==> src/rtl/tri_mux_arb_pkg.sv <==
`default_nettype none
// ============================================================================
// Module      : tri_mux_arb_pkg
// Description : Shared types and constants for the two-requester tristate
//               mux arbiter: FSM state encoding and counter widths.
// Revision    : 1.0 - initial release
// ============================================================================
package tri_mux_arb_pkg;

    // Arbiter FSM states, explicitly encoded
    typedef enum logic [1:0] {
        IDLE = 2'd0,
        OWN  = 2'd1,
        TURN = 2'd2
    } arb_state_t;

    // Largest legal MAX_HOLD and TURN_CYCLES values; the counters are sized
    // so that any legal setting fits without per-instance width tweaks.
    localparam int c_MAX_HOLD_LIMIT = 255;
    localparam int c_TURN_LIMIT     = 15;
    localparam int c_HOLD_W         = $clog2(c_MAX_HOLD_LIMIT + 1);
    localparam int c_TURN_W         = $clog2(c_TURN_LIMIT + 1);

endpackage : tri_mux_arb_pkg
`default_nettype wire

==> src/rtl/tri_mux_hold_timer.sv <==
`default_nettype none
// ============================================================================
// Module      : tri_mux_hold_timer
// Description : Saturating up-counter used for both the ownership hold time
//               and the bus-off turnaround time. load restarts at 1, enable
//               advances until LIMIT, at_limit flags count == LIMIT.
// Revision    : 1.0 - initial release
// ============================================================================
module tri_mux_hold_timer
    import tri_mux_arb_pkg::*;
#(
    parameter int WIDTH = c_HOLD_W,
    parameter int LIMIT = 8
) (
    input  logic             clk,
    input  logic             rst,
    input  logic             load,
    input  logic             enable,
    output logic [WIDTH-1:0] count,
    output logic             at_limit
);

    localparam logic [WIDTH-1:0] c_LIMIT = WIDTH'(LIMIT);
    localparam logic [WIDTH-1:0] c_ONE   = WIDTH'(1);

    logic [WIDTH-1:0] r_count;

    // Load has priority; counting stops at the limit so the flag stays up
    always_ff @(posedge clk) begin
        if (rst) begin
            r_count <= '0;
        end else if (load) begin
            r_count <= c_ONE;
        end else if (enable && (r_count != c_LIMIT)) begin
            r_count <= r_count + c_ONE;
        end
    end

    assign count    = r_count;
    assign at_limit = (r_count == c_LIMIT);

endmodule : tri_mux_hold_timer
`default_nettype wire

==> src/rtl/tri_mux_arbiter.sv <==
`default_nettype none
// ============================================================================
// Module      : tri_mux_arbiter
// Description : Round-robin arbiter for two requesters sharing a 2:1
//               tristate mux. Owners are limited to MAX_HOLD cycles while
//               the other side waits, and every hand-over inserts
//               TURN_CYCLES bus-off cycles. All outputs are registered.
// Revision    : 1.0 - initial release
// ============================================================================
module tri_mux_arbiter
    import tri_mux_arb_pkg::*;
#(
    parameter int MAX_HOLD    = 8,
    parameter int TURN_CYCLES = 1
) (
    input  logic       clk,
    input  logic       rst,
    input  logic [1:0] req,
    output logic [1:0] gnt,
    output logic       mux_e,
    output logic       mux_s,
    output logic       busy
);

    arb_state_t          r_state;
    logic [1:0]          r_gnt;
    logic                r_mux_e;
    logic                r_mux_s;
    logic                r_busy;
    logic                r_last_owner;

    logic [c_HOLD_W-1:0] w_hold_cnt;
    logic                w_hold_at_limit;
    logic [c_TURN_W-1:0] w_turn_cnt;
    logic                w_turn_at_limit;

    logic                w_any_req;
    logic                w_winner;
    logic                w_start;
    logic                w_leave;

    // Round robin: a lone requester wins, a tie goes to whoever did not own last
    assign w_any_req = |req;
    assign w_winner  = (&req) ? ~r_last_owner : req[1];

    // r_mux_s is the owner index while in OWN
    assign w_leave = (r_state == OWN) &&
                     (!req[r_mux_s] || (w_hold_at_limit && req[~r_mux_s]));

    // New ownership starts from IDLE or on the final turnaround cycle
    assign w_start = w_any_req &&
                     ((r_state == IDLE) || ((r_state == TURN) && w_turn_at_limit));

    tri_mux_hold_timer #(
        .WIDTH (c_HOLD_W),
        .LIMIT (MAX_HOLD)
    ) u_hold_timer (
        .clk      (clk),
        .rst      (rst),
        .load     (w_start),
        .enable   (r_state == OWN),
        .count    (w_hold_cnt),
        .at_limit (w_hold_at_limit)
    );

    tri_mux_hold_timer #(
        .WIDTH (c_TURN_W),
        .LIMIT (TURN_CYCLES)
    ) u_turn_timer (
        .clk      (clk),
        .rst      (rst),
        .load     (w_leave),
        .enable   (r_state == TURN),
        .count    (w_turn_cnt),
        .at_limit (w_turn_at_limit)
    );

    // State and registered outputs; mux_s is only rewritten on a new grant
    always_ff @(posedge clk) begin
        if (rst) begin
            r_state      <= IDLE;
            r_gnt        <= 2'b00;
            r_mux_e      <= 1'b0;
            r_mux_s      <= 1'b0;
            r_busy       <= 1'b0;
            r_last_owner <= 1'b1;
        end else if (w_start) begin
            r_state      <= OWN;
            r_gnt        <= w_winner ? 2'b10 : 2'b01;
            r_mux_e      <= 1'b1;
            r_mux_s      <= w_winner;
            r_busy       <= 1'b1;
            r_last_owner <= w_winner;
        end else begin
            case (r_state)
                OWN: begin
                    if (w_leave) begin
                        r_state <= TURN;
                        r_gnt   <= 2'b00;
                        r_mux_e <= 1'b0;
                    end
                end
                TURN: begin
                    if (w_turn_at_limit) begin
                        r_state <= IDLE;
                        r_busy  <= 1'b0;
                    end
                end
                IDLE: begin
                    r_busy <= 1'b0;
                end
                default: begin
                    r_state <= IDLE;
                    r_gnt   <= 2'b00;
                    r_mux_e <= 1'b0;
                    r_busy  <= 1'b0;
                end
            endcase
        end
    end

    // Structural invariants of the registered state
    always_ff @(posedge clk) begin
        if (!rst) begin
            assert (r_gnt != 2'b11);
            assert (!r_mux_e || (r_gnt != 2'b00));
            assert ((r_state != OWN)  || (w_hold_cnt != '0));
            assert ((r_state != TURN) || (w_turn_cnt != '0));
        end
    end

    assign gnt   = r_gnt;
    assign mux_e = r_mux_e;
    assign mux_s = r_mux_s;
    assign busy  = r_busy;

endmodule : tri_mux_arbiter
`default_nettype wire

==> config.mk <==
export PLATFORM = sky130hd
export DESIGN_NAME = tri_mux_arbiter
export DESIGN_NICKNAME = d
export VERILOG_FILES = /design/src/rtl/tri_mux_arb_pkg.sv /design/src/rtl/tri_mux_hold_timer.sv /design/src/rtl/tri_mux_arbiter.sv
export SDC_FILE = /design/constraint.sdc
export NUM_CORES = 1
export LEC_CHECK = 0
export BUFFER_PORTS_ARGS = -buffer_cell sky130_fd_sc_hd__buf_2
export CAP_MARGIN = 20
export CORE_MARGIN = 2
export CORE_UTILIZATION = 35
export DETAILED_ROUTE_END_ITERATION = 16
export PLACE_DENSITY = 0.61
export SYNTH_ARGS = -nofsm -noshare
export SYNTH_HDL_FRONTEND = slang
export SYNTH_SLANG_ARGS = --single-unit
==> constraint.sdc <==
create_clock -name clk -period 4.4 [get_ports clk]
set_clock_uncertainty 0.2 [all_clocks]
set_input_delay 0.88 -clock clk [delete_from_list [all_inputs] [get_ports clk]]
set_output_delay 0.88 -clock clk [all_outputs]
set_load 0.01 [all_outputs]
Word level (Yosys, flattened, before mapping) --
Cells that the tools add are included.
Storage, ports and cells: bits in registers 20, logic and storage cells 75
Cells by class: reductions and logical operators 21, equality and inequality tests 13, muxes and demuxes 23, $add $sub $neg 2, $lt $le $gt $ge 2, bitwise operators 3
Operators by type and width (count):
- $mux 1 | 14
- $mux 2 | 5
- $add 8x1->8 const B | 1
- $eq 8x4->1 const B | 1
- $ne 2x1->1 const B | 4
- $ne 8x4->1 const B | 1
- $reduce_or 2->1 | 4
- $logic_and 1x1->1 | 6
- $pmux 2 s3 | 1
- $reduce_and 2->1 | 3
- $reduce_and 3->1 | 2
- $add 4x1->4 const B | 1
- $eq 4x1->1 const B | 1
- $lt 1x2->1 const B | 2
- $ne 4x1->1 const B | 1
- $pmux 1 s2 | 2
- $pmux 2 s2 | 1
- $reduce_bool 2->1 | 2
- $ne 3x1->1 const B | 1
- $ne 3x3->1 const B | 1
- $not 1->1 | 3
- $eq 2x1->1 const B | 1
- $eq 2x2->1 const B | 1
- $logic_not 2->1 | 1
- 3 further kinds | 4

Longest topological paths before layout --
depth in word-level cells 9, mapped depth 6, gate-level depth less buffers 6

Cells and area by module --
Synthesis repeated with hierarchy kept, for this count alone.
Unflattened totals: cell total of the unflattened synthesis 115, area total of the unflattened synthesis 1044.8 sq um
By module, submodules not included:
- tri_mux_hold_timer at u_hold_timer | area each 449.2 sq um, times used 1, sequential area each 160.2 sq um, cells an instance 50
- tri_mux_arbiter | area each 384.1 sq um, times used 1, sequential area each 160.2 sq um, cells an instance 42
- tri_mux_hold_timer at u_turn_timer | area each 211.5 sq um, times used 1, sequential area each 80.1 sq um, cells an instance 23

Worst setup path before layout --
Ideal clock, no wire load.
path type in2reg, start in req[0], end reg r_state[1], path slack 2.572 ns, buffers on the path 0, arrival time 1.511 ns, cell stages on the path 4, path through inv_1 a311oi_4 a31oi_4 a22o_1
Between the ends: cells in the longest elaborated chain, start to end 7
Ends and longest elaborated chain:
- from (decl) | line tri_mux_arbiter.sv:18 | input logic [1:0] req,
- $mux 1 (implied by the code) (2 in a row) | line tri_mux_arbiter.sv:48 | (!req[r_mux_s] || (w_hold_at_limit && req[~r_mux_s]));
- $logic_not 1->1 / $logic_and 1x1->1 (equally long branches) | line tri_mux_arbiter.sv:48
- $logic_or 1x1->1 | line tri_mux_arbiter.sv:48
- $logic_and 1x1->1 | line tri_mux_arbiter.sv:47 | assign w_leave = (r_state == OWN) &&
- $ne 2x1->1 (no line)
- $reduce_and 3->1 (no line)
- to (signal assigned) | line tri_mux_arbiter.sv:81 | r_state <= IDLE;
- to (signal assigned) | line tri_mux_arbiter.sv:88 | r_state <= OWN;
- to (signal assigned) | line tri_mux_arbiter.sv:98 | r_state <= TURN;
- to (decl) | line tri_mux_arbiter.sv:25 | arb_state_t r_state;
Parallel ways exist; a longest one is shown, timed or not. The select of a mux whose other input is x is not followed. A chain may end at the register's enable or synchronous reset.

Worst setup path after layout --
start reg r_mux_s, in the netlist mux_s, end out mux_s
RTL lines:
- from (decl) | line tri_mux_arbiter.sv:28 | logic r_mux_s;
- from (signal assigned) | line tri_mux_arbiter.sv:91 | r_mux_s <= w_winner;
- to (decl) | line tri_mux_arbiter.sv:21 | output logic mux_s,
No word-level cell between the ends.

==> parameters.txt <==
Parameter                              Value

Outcome
  Result of the run ... completed

Worst setup path
  Launch point of the worst path ... mux_s
  CP required ... 3.32 ns
  Crit Path Max Fanout ... 5
  Cell-by-cell trace of the critical path ... buf_2
  Slowest CP cell ... sky130_fd_sc_hd__dfxtp_1
  Count of cell instances traversed by the critical path ... 1
  Path depth of the worst reg2reg path ... 6
  Worst setup path category ... register to primary output
  Number of buffer and inverter stages on the critical path ... 1
  Startpoint of the lowest-slack register-to-register path ... u_hold_timer.count[0]
  Crit-path max cell delay ... 0.52 ns
  Dominant delay contributor by cell family on the critical path ... flip-flops
  Critical path arrival ... 1.01 ns
  Critical Path Source Type ... register
  Endpoint kind of the worst setup timing path ... primary output

Clock network
  H-tree depth ... 1
  Post-CTS Setup Inserts ... 0
  Insertion delay to the later sink of the worst-skew pair ... 0.30 ns
  TritonCTS clock tree ... done
  Number of CTS-inserted buffers ... 3
  Quantity of gates resized following cts ... 0
  Clock Pin Slew Worst Setup and Hold Paths ... 0.12 ns
  Cell at the root of the clock tree ... sky130_fd_sc_hd__clkbuf_4
  CTS hold repair buffers ... 0
  Clock tree sinks ... 20
  Number of buffers on the longest clock path ... 2

Timing
  Setup repair after global routing missed its margin ... no
  Number of hold violations in the final report ... 0
  Count of endpoints failing setup in the final report ... 0
  Pins Over Slew Limit ... 0
  Fin Setup TNS ... 0 ns
  Headroom to the max-slew limit ... 0.750
  Worst slew pin tran ... 0.373 ns
  Period utilization ... 0.475
  FMAX ... 478 MHz
  Minimum clock period ... 2.09 ns

Placement
  Placed cell area ... 1160 um^2
  Quantity of I/O buffers inserted on ports ... 8
  Routability congestion estimate from global placement ... 0.768
  HPWL reported at the end of detailed placement ... 1.49 mm

Global routing
  Total routing resource utilization after global routing ... 0.130
  Met2 usage in global routing ... 0.208
  Initial antenna violation count ... 0
  GRT met1 Usage ... 0.171
  Remaining global-route overflow ... 0
  Global-route wire length before repair ... 3.60 mm
  Number of global-route vias before repair ... 817
  Maximum number of pins on one net before global-route repair ... 18
  Busiest metal layer after global routing ... met2
  GR Util met3 ... 0.0216

Worst hold path
  Launch point of the worst hold path ... gnt[1]
  Classification of the worst-slack hold path ... register to register
  Count of cells along the worst hold path ... 2

Job
  Total of max-cap violations ... 0

Synth
  EDFF count, synth ... 0
  Seq cells post-synth ... 20
  Area share of the largest cell type after synthesis ... 0.369
  Avg Cell Area, Syn ... 9.78 um^2
  Synth Warn # ... 0
  Synth Instances ... 111
  Most instantiated flip-flop cell in the synthesis netlist ... sky130_fd_sc_hd__dfxtp_1
  Leading area contributor after synthesis ... sky130_fd_sc_hd__dfxtp_1
  Largest cells by area after synthesis ... sky130_fd_sc_hd__dfxtp_1 37%, sky130_fd_sc_hd__xnor2_1 6.5%, sky130_fd_sc_hd__ha_1 4.6%
  Fraction of registers with async set or reset after synthesis ... 0
  Area of the mapped netlist ... 1090 um^2
  Net count after synthesis ... 119
  Share of the yosys chip area belonging to registers ... 0.369
  Unique masters post-synth ... 48

Finish
  Post-route cell area ... 1210 um^2
  Net count of the finished layout ... 130
  Reg area ... 400 um^2
  Proportion of layout cells with a drive suffix above 1 ... 0.215
  Area of combinational cells with multiple inputs ... 651 um^2
  Inserted Diodes ... 0
  Count of fill cells added during filler insertion ... 309
  Area growth syn-to-layout ... 11.5%

Power and ir drop
  Worst ir drop on vdd ... 0.000183 V
  Overall power consumption ... 0.471 mW
  Power per Cell Area ... 389 nW/um^2
  Total leakage power ... 0.423 nW

Die
  Ports placed on the boundary ... 9
  Standard-cell row count ... 20
  DIE AREA ... 3560 um^2
  Area of the core ... 3000 um^2
  Die boundary height ... 59.7 um
  Effective utilization at floorplan ... 0.362
  Floorplan die width ... 59.7 um

Routing
  Wire length per cell ... 12.8 um
  ANT nets after route ... 0
  Vias/cell ... 5.36
  Total routed wirelength ... 1.98 mm
  Initial drt markers ... 20
  Number of search-and-repair iterations in the first detailed-routing pass ... 4
  Number of design rule violations left after detail routing ... 0
  Vias ... 826
## path summary, 6_finish.rpt
check / to / slack, ns
setup reg to reg: r_state[1] / 2.54
hold / removal: gnt[1] / 0.30
hold reg to reg: gnt[1] / 0.30
setup / recovery: mux_s / 2.31
## stage by stage
step                      utilization  std cells  worst slack [ns]  hold WS, ns
after global placement          0.386        150              2.30        0.285
final                           0.403        154              2.31        0.301
after detailed placement        0.386        150              2.26        0.289
after global routing            0.403        154              2.26        0.326
after floorplan                     -        111              2.57        0.276
after CTS                       0.403        154              2.30        0.306
## cell type report
| class | instances | area share |
|---|---|---|
| clock buffers | 3 | 0.0186 |
| well taps | 33 | 0.0341 |
| inverters | 7 | 0.0217 |
| multi-input cells | 82 | 0.537 |
| flip-flops and latches | 20 | 0.331 |
| clock inverters | 1 | 0.0248 |
| repair buffers | 8 | 0.0331 |
## state kept, by name, summed over array words and instances (netlist names)
register / flops
r_state: 2
u_turn_timer.count: 4
busy: 1
u_hold_timer.count: 8
mux_s: 1
r_last_owner: 1
mux_e: 1
gnt: 2
## layer usage
layer  vias up  part of all wire
li1        420                 -
met1       386              0.47
met2        18              0.48
met3         2             0.040
met4         0            0.0071
met5         -                 0
## cell usage in the layout (no fill, tap or decap), types with 2 or more instances in the layout
| master | synthesis | routed |
|---|---|---|
| sky130_fd_sc_hd__inv_1 | 6 | 6 |
| sky130_fd_sc_hd__mux2i_1 | 2 | 2 |
| sky130_fd_sc_hd__nand3_1 | 3 | 3 |
| sky130_fd_sc_hd__ha_1 | 4 | 4 |
| sky130_fd_sc_hd__buf_2 | 1 | 8 |
| sky130_fd_sc_hd__a211oi_2 | 3 | 3 |
| sky130_fd_sc_hd__xnor2_1 | 8 | 8 |
| sky130_fd_sc_hd__nand3b_1 | 3 | 3 |
| sky130_fd_sc_hd__a21oi_1 | 5 | 5 |
| sky130_fd_sc_hd__nand2_1 | 4 | 4 |
| sky130_fd_sc_hd__nor3_1 | 2 | 2 |
| sky130_fd_sc_hd__clkbuf_4 | 0 | 3 |
| sky130_fd_sc_hd__nor2_1 | 12 | 12 |
| sky130_fd_sc_hd__nand2b_1 | 2 | 2 |
| sky130_fd_sc_hd__dfxtp_1 | 20 | 20 |
| sky130_fd_sc_hd__nor2b_1 | 3 | 3 |
## kinds of logic (layout without fill, tap and decap cells)
kind of cell	after synthesis	count (layout)	share of synthesized area
simple gates	41	41	0.233
flops	20	20	0.369
mux	3	3	0.0288
compound gates	25	25	0.219
xor+xnor	9	9	0.0726
fa+ha+maj	4	4	0.0461
buf+inv	9	19	0.0322
## report_power, final
group	switching [mW]	leakage (nW)	internal [mW]
registers	0.0217	0.164	0.198
clock network	0.0577	0.0279	0.0920
logic	0.0574	0.231	0.0440
total	0.137	0.423	0.334
## synthesized netlist by cell type (2+ instances only)
master                     number
sky130_fd_sc_hd__a211oi_2       3
sky130_fd_sc_hd__mux2i_1        2
sky130_fd_sc_hd__nand3b_1       3
sky130_fd_sc_hd__nand2b_1       2
sky130_fd_sc_hd__xnor2_1        8
sky130_fd_sc_hd__nand3_1        3
sky130_fd_sc_hd__nor2b_1        3
sky130_fd_sc_hd__dfxtp_1       20
sky130_fd_sc_hd__inv_1          6
sky130_fd_sc_hd__nand2_1        4
sky130_fd_sc_hd__ha_1           4
sky130_fd_sc_hd__a21oi_1        5
sky130_fd_sc_hd__nor2_1        12
sky130_fd_sc_hd__nor3_1         2
(Power assumes the default switching activity.)
